## config.mk

```make
export PLATFORM = sky130hd
export DESIGN_NAME = spike_synapse_flat
export DESIGN_NICKNAME = d
export VERILOG_FILES = /design/src/rtl/spike_synapse_if.sv /design/src/rtl/spike_synapse.sv /design/src/flat_wrapper.sv
export SDC_FILE = /design/constraint.sdc
export NUM_CORES = 1
export LEC_CHECK = 0
export BUFFER_PORTS_ARGS = -buffer_cell sky130_fd_sc_hd__buf_2
export CORE_MARGIN = 3
export CORE_UTILIZATION = 40
export DETAILED_ROUTE_END_ITERATION = 6
export HOLD_SLACK_MARGIN = 0.05
export PLACE_DENSITY = 0.65
export SYNTH_ARGS = -nofsm -noshare
export SYNTH_HDL_FRONTEND = slang
export SYNTH_SLANG_ARGS = --single-unit
```

## constraint.sdc

```tcl
create_clock -name clk -period 7.6 [get_ports clk]
set_input_delay 1.14 -clock clk [delete_from_list [all_inputs] [get_ports clk]]
set_output_delay 1.14 -clock clk [all_outputs]
set_load 0.005 [all_outputs]
```

## src/rtl/spike_synapse_if.sv

```systemverilog
// Bus bundle for spike_synapse: spike input, weight write port and PSP output.
interface spike_synapse_if #(
  parameter int unsigned N_IN   = 4,
  parameter int unsigned W_SIZE = 4,
  parameter int unsigned V_SIZE = 4
);
  localparam int unsigned A_W = (N_IN > 1) ? $clog2(N_IN) : 1;

  logic [N_IN-1:0]          spikes;
  logic                     in_valid;
  logic                     wr_valid;
  logic                     wr_ready;
  logic [A_W-1:0]           wr_addr;
  logic signed [W_SIZE-1:0] wr_data;
  logic signed [V_SIZE-1:0] psp_out;
  logic                     out_valid;
  logic                     sat;

  // Upstream side: drives spikes and weight writes, consumes the sum.
  modport master (
    output spikes, in_valid, wr_valid, wr_addr, wr_data,
    input  wr_ready, psp_out, out_valid, sat
  );

  // Synapse side.
  modport slave (
    input  spikes, in_valid, wr_valid, wr_addr, wr_data,
    output wr_ready, psp_out, out_valid, sat
  );
endinterface

```

## src/rtl/spike_synapse.sv

```systemverilog
// Presynaptic front end: masks programmable weights by the spike vector and
// produces one signed, saturated weighted sum per clock (two-stage pipeline).
module spike_synapse #(
  parameter int unsigned N_IN       = 4,
  parameter int unsigned W_SIZE     = 4,
  parameter int unsigned V_SIZE     = 4,
  parameter int          DEF_WEIGHT = 1
) (
  input logic           clk,
  input logic           rst,
  spike_synapse_if.slave bus
);

  localparam int unsigned A_W   = (N_IN > 1) ? $clog2(N_IN) : 1;
  // Sum width: full precision of N_IN weights, widened to hold the clamp bounds.
  localparam int unsigned SUM_W = W_SIZE + $clog2(N_IN) + 1;
  localparam int unsigned X_W   = ((SUM_W > V_SIZE) ? SUM_W : V_SIZE) + 1;
  localparam logic signed [X_W-1:0] P_MAX = X_W'((2 ** (V_SIZE - 1)) - 1);
  localparam logic signed [X_W-1:0] P_MIN = ~P_MAX;

  logic signed [W_SIZE-1:0] weight [N_IN];
  logic signed [W_SIZE-1:0] masked [N_IN];
  logic                     v1;
  logic                     rdy_q;
  logic signed [V_SIZE-1:0] psp_q;
  logic                     out_valid_q;
  logic                     sat_q;

  logic                     wr_fire_c;
  logic                     addr_ok_c;
  logic signed [X_W-1:0]    sum_c;
  logic signed [V_SIZE-1:0] clamp_c;
  logic                     sat_c;

  assign wr_fire_c = bus.wr_valid && rdy_q;
  // Out-of-range addresses complete the handshake but are dropped.
  assign addr_ok_c = ({1'b0, bus.wr_addr} < (A_W + 1)'(N_IN));

  // Write port becomes ready on the first edge after reset release.
  always_ff @(posedge clk or posedge rst) begin
    if (rst) rdy_q <= 1'b0;
    else     rdy_q <= 1'b1;
  end

  // Weight store; stage 1 below reads the pre-write value on a colliding edge.
  always_ff @(posedge clk or posedge rst) begin
    if (rst) begin
      for (int i = 0; i < N_IN; i++) weight[i] <= W_SIZE'(DEF_WEIGHT);
    end else if (wr_fire_c && addr_ok_c) begin
      weight[bus.wr_addr] <= bus.wr_data;
    end
  end

  // Stage 1: select each weight where its spike is present.
  always_ff @(posedge clk or posedge rst) begin
    if (rst) begin
      for (int i = 0; i < N_IN; i++) masked[i] <= '0;
      v1 <= 1'b0;
    end else begin
      for (int i = 0; i < N_IN; i++)
        masked[i] <= (bus.in_valid && bus.spikes[i]) ? weight[i] : '0;
      v1 <= bus.in_valid;
    end
  end

  // Full-precision sum of masked weights, then clamp to the output range.
  always_comb begin
    sum_c   = '0;
    clamp_c = '0;
    sat_c   = 1'b0;
    for (int i = 0; i < N_IN; i++) sum_c = sum_c + X_W'(masked[i]);
    if (sum_c > P_MAX) begin
      clamp_c = V_SIZE'(P_MAX);
      sat_c   = 1'b1;
    end else if (sum_c < P_MIN) begin
      clamp_c = V_SIZE'(P_MIN);
      sat_c   = 1'b1;
    end else begin
      clamp_c = V_SIZE'(sum_c);
    end
  end

  // Stage 2: register the saturated sum and its flags.
  always_ff @(posedge clk or posedge rst) begin
    if (rst) begin
      psp_q       <= '0;
      out_valid_q <= 1'b0;
      sat_q       <= 1'b0;
    end else begin
      psp_q       <= clamp_c;
      out_valid_q <= v1;
      sat_q       <= sat_c;
    end
  end

  assign bus.wr_ready  = rdy_q;
  assign bus.psp_out   = psp_q;
  assign bus.out_valid = out_valid_q;
  assign bus.sat       = sat_q;

endmodule

```

## src/flat_wrapper.sv

```systemverilog
// flat-port wrapper written by rule: the top's interface ports become plain ports
module spike_synapse_flat 
#(
  parameter int unsigned N_IN       = 4,
  parameter int unsigned W_SIZE     = 4,
  parameter int unsigned V_SIZE     = 4,
  parameter int          DEF_WEIGHT = 1
)
  (clk, rst, bus_spikes, bus_in_valid, bus_wr_valid, bus_wr_addr, bus_wr_data, bus_wr_ready, bus_psp_out, bus_out_valid, bus_sat);
  spike_synapse_if #(.N_IN(N_IN), .W_SIZE(W_SIZE), .V_SIZE(V_SIZE)) bus_i ();
  input logic clk;
  input logic rst;
  input wire logic [$bits(bus_i.spikes)-1:0] bus_spikes;
  input wire logic [$bits(bus_i.in_valid)-1:0] bus_in_valid;
  input wire logic [$bits(bus_i.wr_valid)-1:0] bus_wr_valid;
  input wire logic [$bits(bus_i.wr_addr)-1:0] bus_wr_addr;
  input wire logic [$bits(bus_i.wr_data)-1:0] bus_wr_data;
  output wire logic [$bits(bus_i.wr_ready)-1:0] bus_wr_ready;
  output wire logic [$bits(bus_i.psp_out)-1:0] bus_psp_out;
  output wire logic [$bits(bus_i.out_valid)-1:0] bus_out_valid;
  output wire logic [$bits(bus_i.sat)-1:0] bus_sat;
  assign bus_i.spikes = bus_spikes;
  assign bus_i.in_valid = bus_in_valid;
  assign bus_i.wr_valid = bus_wr_valid;
  assign bus_i.wr_addr = bus_wr_addr;
  assign bus_i.wr_data = bus_wr_data;
  assign bus_wr_ready = bus_i.wr_ready;
  assign bus_psp_out = bus_i.psp_out;
  assign bus_out_valid = bus_i.out_valid;
  assign bus_sat = bus_i.sat;
  spike_synapse #(.N_IN(N_IN), .W_SIZE(W_SIZE), .V_SIZE(V_SIZE), .DEF_WEIGHT(DEF_WEIGHT)) u_core (.clk(clk), .rst(rst), .bus(bus_i));
endmodule
```

==> summary.md <==
| Metric | Value |
|---|---|
| Port bufs | `20` |
| R2R depth | `13` |
| XOR/XNOR share of the synthesized area | `2.545%` |
| Netlist cell types | `40` |
| Vias per inst | `roughly 4.9` |
| Slew at the pin closest to its max-slew limit | `0.5319 ns` |
| Hold Vio Cnt, Final | `0` |
| Worst-path clk slew | `about 0.07 ns` |
| CTS tree | `yes` |
| Yosys reg bits | `40` |
| DP Area | `~2200 um^2` |
| Total Nets Final | `around 230` |
| Via count | `around 1,300` |
| Final setup fails | `0` |
| Critical path required time | `approximately 7.8 ns` |
| Post-synth top area share | `~45%` |
| Initial antenna violation count | `0` |
| H-tree depth | `2` |
| DP Wirelength | `between 2 and 3 mm` |
| Cell Count, Final, Fillers Out | `260` |
| Largest net degree at the start of global routing | `41` |
| Status | `finished, final reports clean` |
| R2r setup slk | `4.04 ns` |
| Worst hold slack | `between 0.3 and 0.4 ns` |
| # fillers | `between 400 and 500` |
| Total Routed Length | `3.346 mm` |
| Postcts setup bufs | `0` |
| Number of buffers created by CTS | `5` |
| Post-Synthesis Cells | `between 150 and 200` |
| Average size of a mapped cell | `roughly 12 um^2` |
| Die height | `approximately 77 um` |
| Dpl cells | `roughly 250` |
| Routed wire length per instance | `approximately 13 um` |
| Min-delay src | `u_core.v1$_DFF_PP0_` |
| GRT Total Usage | `between 10% and 20%` |
| Vias in the first global route | `around 1,300` |
| Synthesized net count | `198` |
| Area of the mapped netlist | `2016 um^2` |
| Initial Utilization | `approximately 42%` |
| Die area | `5927 um^2` |
| Hold crit path type | `reg -> reg` |
| Worst EP arrival | `between 3 and 4 ns` |
| Yosys top cell by area | `dfrtp_1` |
| Total power | `0.5885 mW` |
| Period utilization | `46.86%` |
| Reg2reg end | `u_core.bus.psp_out[2]$_DFF_PP0_` |
| ANT cells | `0` |
| Relative slew slack | `64.27%` |
| Skew final | `around 0.011 ns` |
| CP Capture Type | `flop` |
| Post-synthesis mux area share | `approximately 10%` |
| Cell Pwr Density | `between 200 and 300 nW/um^2` |
| Register area share after synthesis | `~50%` |
| Setup TNS | `0 ns` |
| Largest family of logic cells by synthesized area | `adder cells` |
| Core Rows | `25` |
| Drt initial violations | `37` |
| Die width | `slightly below 80 um` |
| RSZ-0062 raised after global routing | `no` |
| Gr ovfl total | `0` |
| Peak supply drop | `0.0001342 V` |
| Compound-Gate Fraction of Synth Area | `10.18%` |
| Synth Area in Simple Gates | `a little over a tenth` |
| WHS Endpoint | `u_core.bus.out_valid$_DFF_PP0_` |
| CTS sink count | `40` |
| Antenna Nets Post-Route | `0` |
| Worst hold stages | `0` |
| Fmax | `between 200 and 300 MHz` |
| First-pass GRT wire length | `5.837 mm` |
| Hold-fix buffers at CTS | `0` |
| Root buf cell | `clkbuf_8` |
| Max_cap viols | `0` |
| CP Max Fanout | `7` |
| Final instance area | `~2300 um^2` |
| CP Class | `reg -> reg` |
| Ports | `21` |
| Clock Latency Late Sink | `approximately 0.29 ns` |
| Routability cong. | `0.8739` |
| Gates resized, CTS repair | `0` |
| Worst R2R Start | `u_core.masked[5]$_DFF_PP0_` |
| Share of layout cells above drive strength 1 | `just under 30%` |
| YS warnings | `0` |
| Slew Limit Fails | `0` |
| Main area contributors after synthesis | `dfrtp_1 (45%), mux2_2 (9.5%), ha_1 (7.4%)` |
| P_leak | `between 1 and 1.5 nW` |
| Adder-cell share of the synthesized area | `13.41%` |
| DRC Markers | `0` |
| 1st-pass router iterations | `2` |
| Core area | `between 4000 and 5000 um^2` |
| Synth-to-Final Area Change | `13.35%` |
| Period minus WS final | `~3.6 ns` |
| Longest Clk Path Bufs | `2` |
| Startpoint types | `flop` |
==> per-stage QoR <==
stage / util, % / setup WS, ns
6_report: 47.74 / 4.039
5_1_grt: 47.74 / 3.759
4_1_cts: 47.74 / 4.017
3_5_place_dp: 46.04 / 4.027
3_3_place_gp: 46.04 / 4.093
2_1_floorplan: - / 4.290
==> synthesized netlist by cell type <==
library cell,instances
a21oi_2,1
a21oi_1,6
nand4_1,1
xnor2_1,1
a2111o_1,1
mux2_2,17
fa_1,6
a21o_1,1
mux2i_1,1
conb_1,1
inv_1,14
a311oi_1,1
nand2b_1,2
o41ai_1,1
xor2_1,3
nor3_1,1
a31oi_1,2
and3_1,16
or2_1,1
o21bai_2,1
o211ai_2,1
ha_1,12
a211oi_1,2
a21o_2,1
nand4b_1,1
nor2_1,7
nand2_1,8
nand3_1,4
dfstp_2,4
xor2_2,1
o21ai_0,1
dfrtp_1,36
o22ai_1,1
o21ai_1,1
or2_2,1
o221a_2,1
a21boi_1,3
a211oi_2,1
o31ai_1,1
clkbuf_1,1
==> routing by layer <==
layer / GRT usage [%] / vias up / wire length (um)
met3: 3.991 / 5 / 137
met2: 21.43 / 26 / 1683
li1: - / 636 / -
met1: 15.11 / 615 / 1498
met4: 3.737 / 0 / 27
met5: 0 / - / 0
==> layout by cell type, fill, tap and decap left out, types with 2 or more instances in the layout <==
master / Yosys / layout
a21boi_1: 3 / 3
a21oi_1: 6 / 6
xor2_1: 3 / 3
nand2b_1: 2 / 2
dfrtp_1: 36 / 36
clkbuf_8: 0 / 5
mux2_2: 17 / 17
inv_1: 14 / 14
a211oi_1: 2 / 2
a31oi_1: 2 / 2
buf_2: 0 / 20
nand2_1: 8 / 8
fa_1: 6 / 6
nor2_1: 7 / 7
dfstp_2: 4 / 4
ha_1: 12 / 12
and3_1: 16 / 16
nand3_1: 4 / 4
==> power breakdown <==
group	total, mW	switching (mW)	internal [mW]
sequential	0.270	0.0151	0.255
combinational	0.187	0.0996	0.0873
clock	0.132	0.0696	0.0621
total	0.588	0.184	0.404
==> flip-flops by register name (all words and copies together), names as in the netlist <==
name                  count
u_core.masked            16
u_core.bus.wr_ready       1
u_core.bus.psp_out        4
u_core.bus.out_valid      1
u_core.weight            16
u_core.v1                 1
u_core.bus.sat            1
==> cell families after synthesis <==
kind of cell | Yosys count
other | 1
and+or+nand+nor | 42
DFF | 40
muxes | 18
xor gates and xnor gates | 5
AOI/OAI and AO/OA | 27
adders and majority gates | 18
buffers and inverters | 15
==> worst max-delay path: stages (launching register included) <==
cell and delay (ns):
dfrtp_1 0.32, inv_1 0.05, fa_1 0.53, inv_1 0.04, ha_1 0.22, fa_1 0.41
a211oi_1 0.23, mux2_2 0.20, ha_1 0.30, o41ai_1 0.38, mux2i_1 0.13, a2111o_1 0.36
o21bai_2 0.18, a21boi_1 0.09
==> final cells by class <==
cell class,instances,area (um^2),area share [%]
sequential,40,1006,44.03
multi-input combinational,111,953.4,41.73
timing repair buffer,21,107.6,4.710
tap,67,83.83,3.669
clock buffer,5,68.82,3.012
inverter,14,52.55,2.300
clock inverter,2,12.51,0.5476
==> worst max-delay path by stage <==
| stage | slack (ns) | start | depth (start not counted) | end |
|---|---|---|---|---|
| 6_report | 4.04 | u_core.masked[5]$_DFF_PP0_ | 13 | u_core.bus.psp_out[2]$_DFF_PP0_ |
| 5_1_grt | 3.76 | u_core.masked[5]$_DFF_PP0_ | 14 | u_core.bus.psp_out[1]$_DFF_PP0_ |
| 4_1_cts | 4.02 | u_core.masked[5]$_DFF_PP0_ | 13 | u_core.bus.psp_out[2]$_DFF_PP0_ |
| 3_5_place_dp | 4.03 | u_core.masked[5]$_DFF_PP0_ | 13 | u_core.bus.psp_out[2]$_DFF_PP0_ |
| 3_3_place_gp | 4.09 | u_core.masked[5]$_DFF_PP0_ | 13 | u_core.bus.psp_out[2]$_DFF_PP0_ |
| 2_1_floorplan | 4.29 | u_core.masked[5]$_DFF_PP0_ | 13 | u_core.bus.psp_out[2]$_DFF_PP0_ |
No activity file was read; power rests on OpenSTA's default activity.
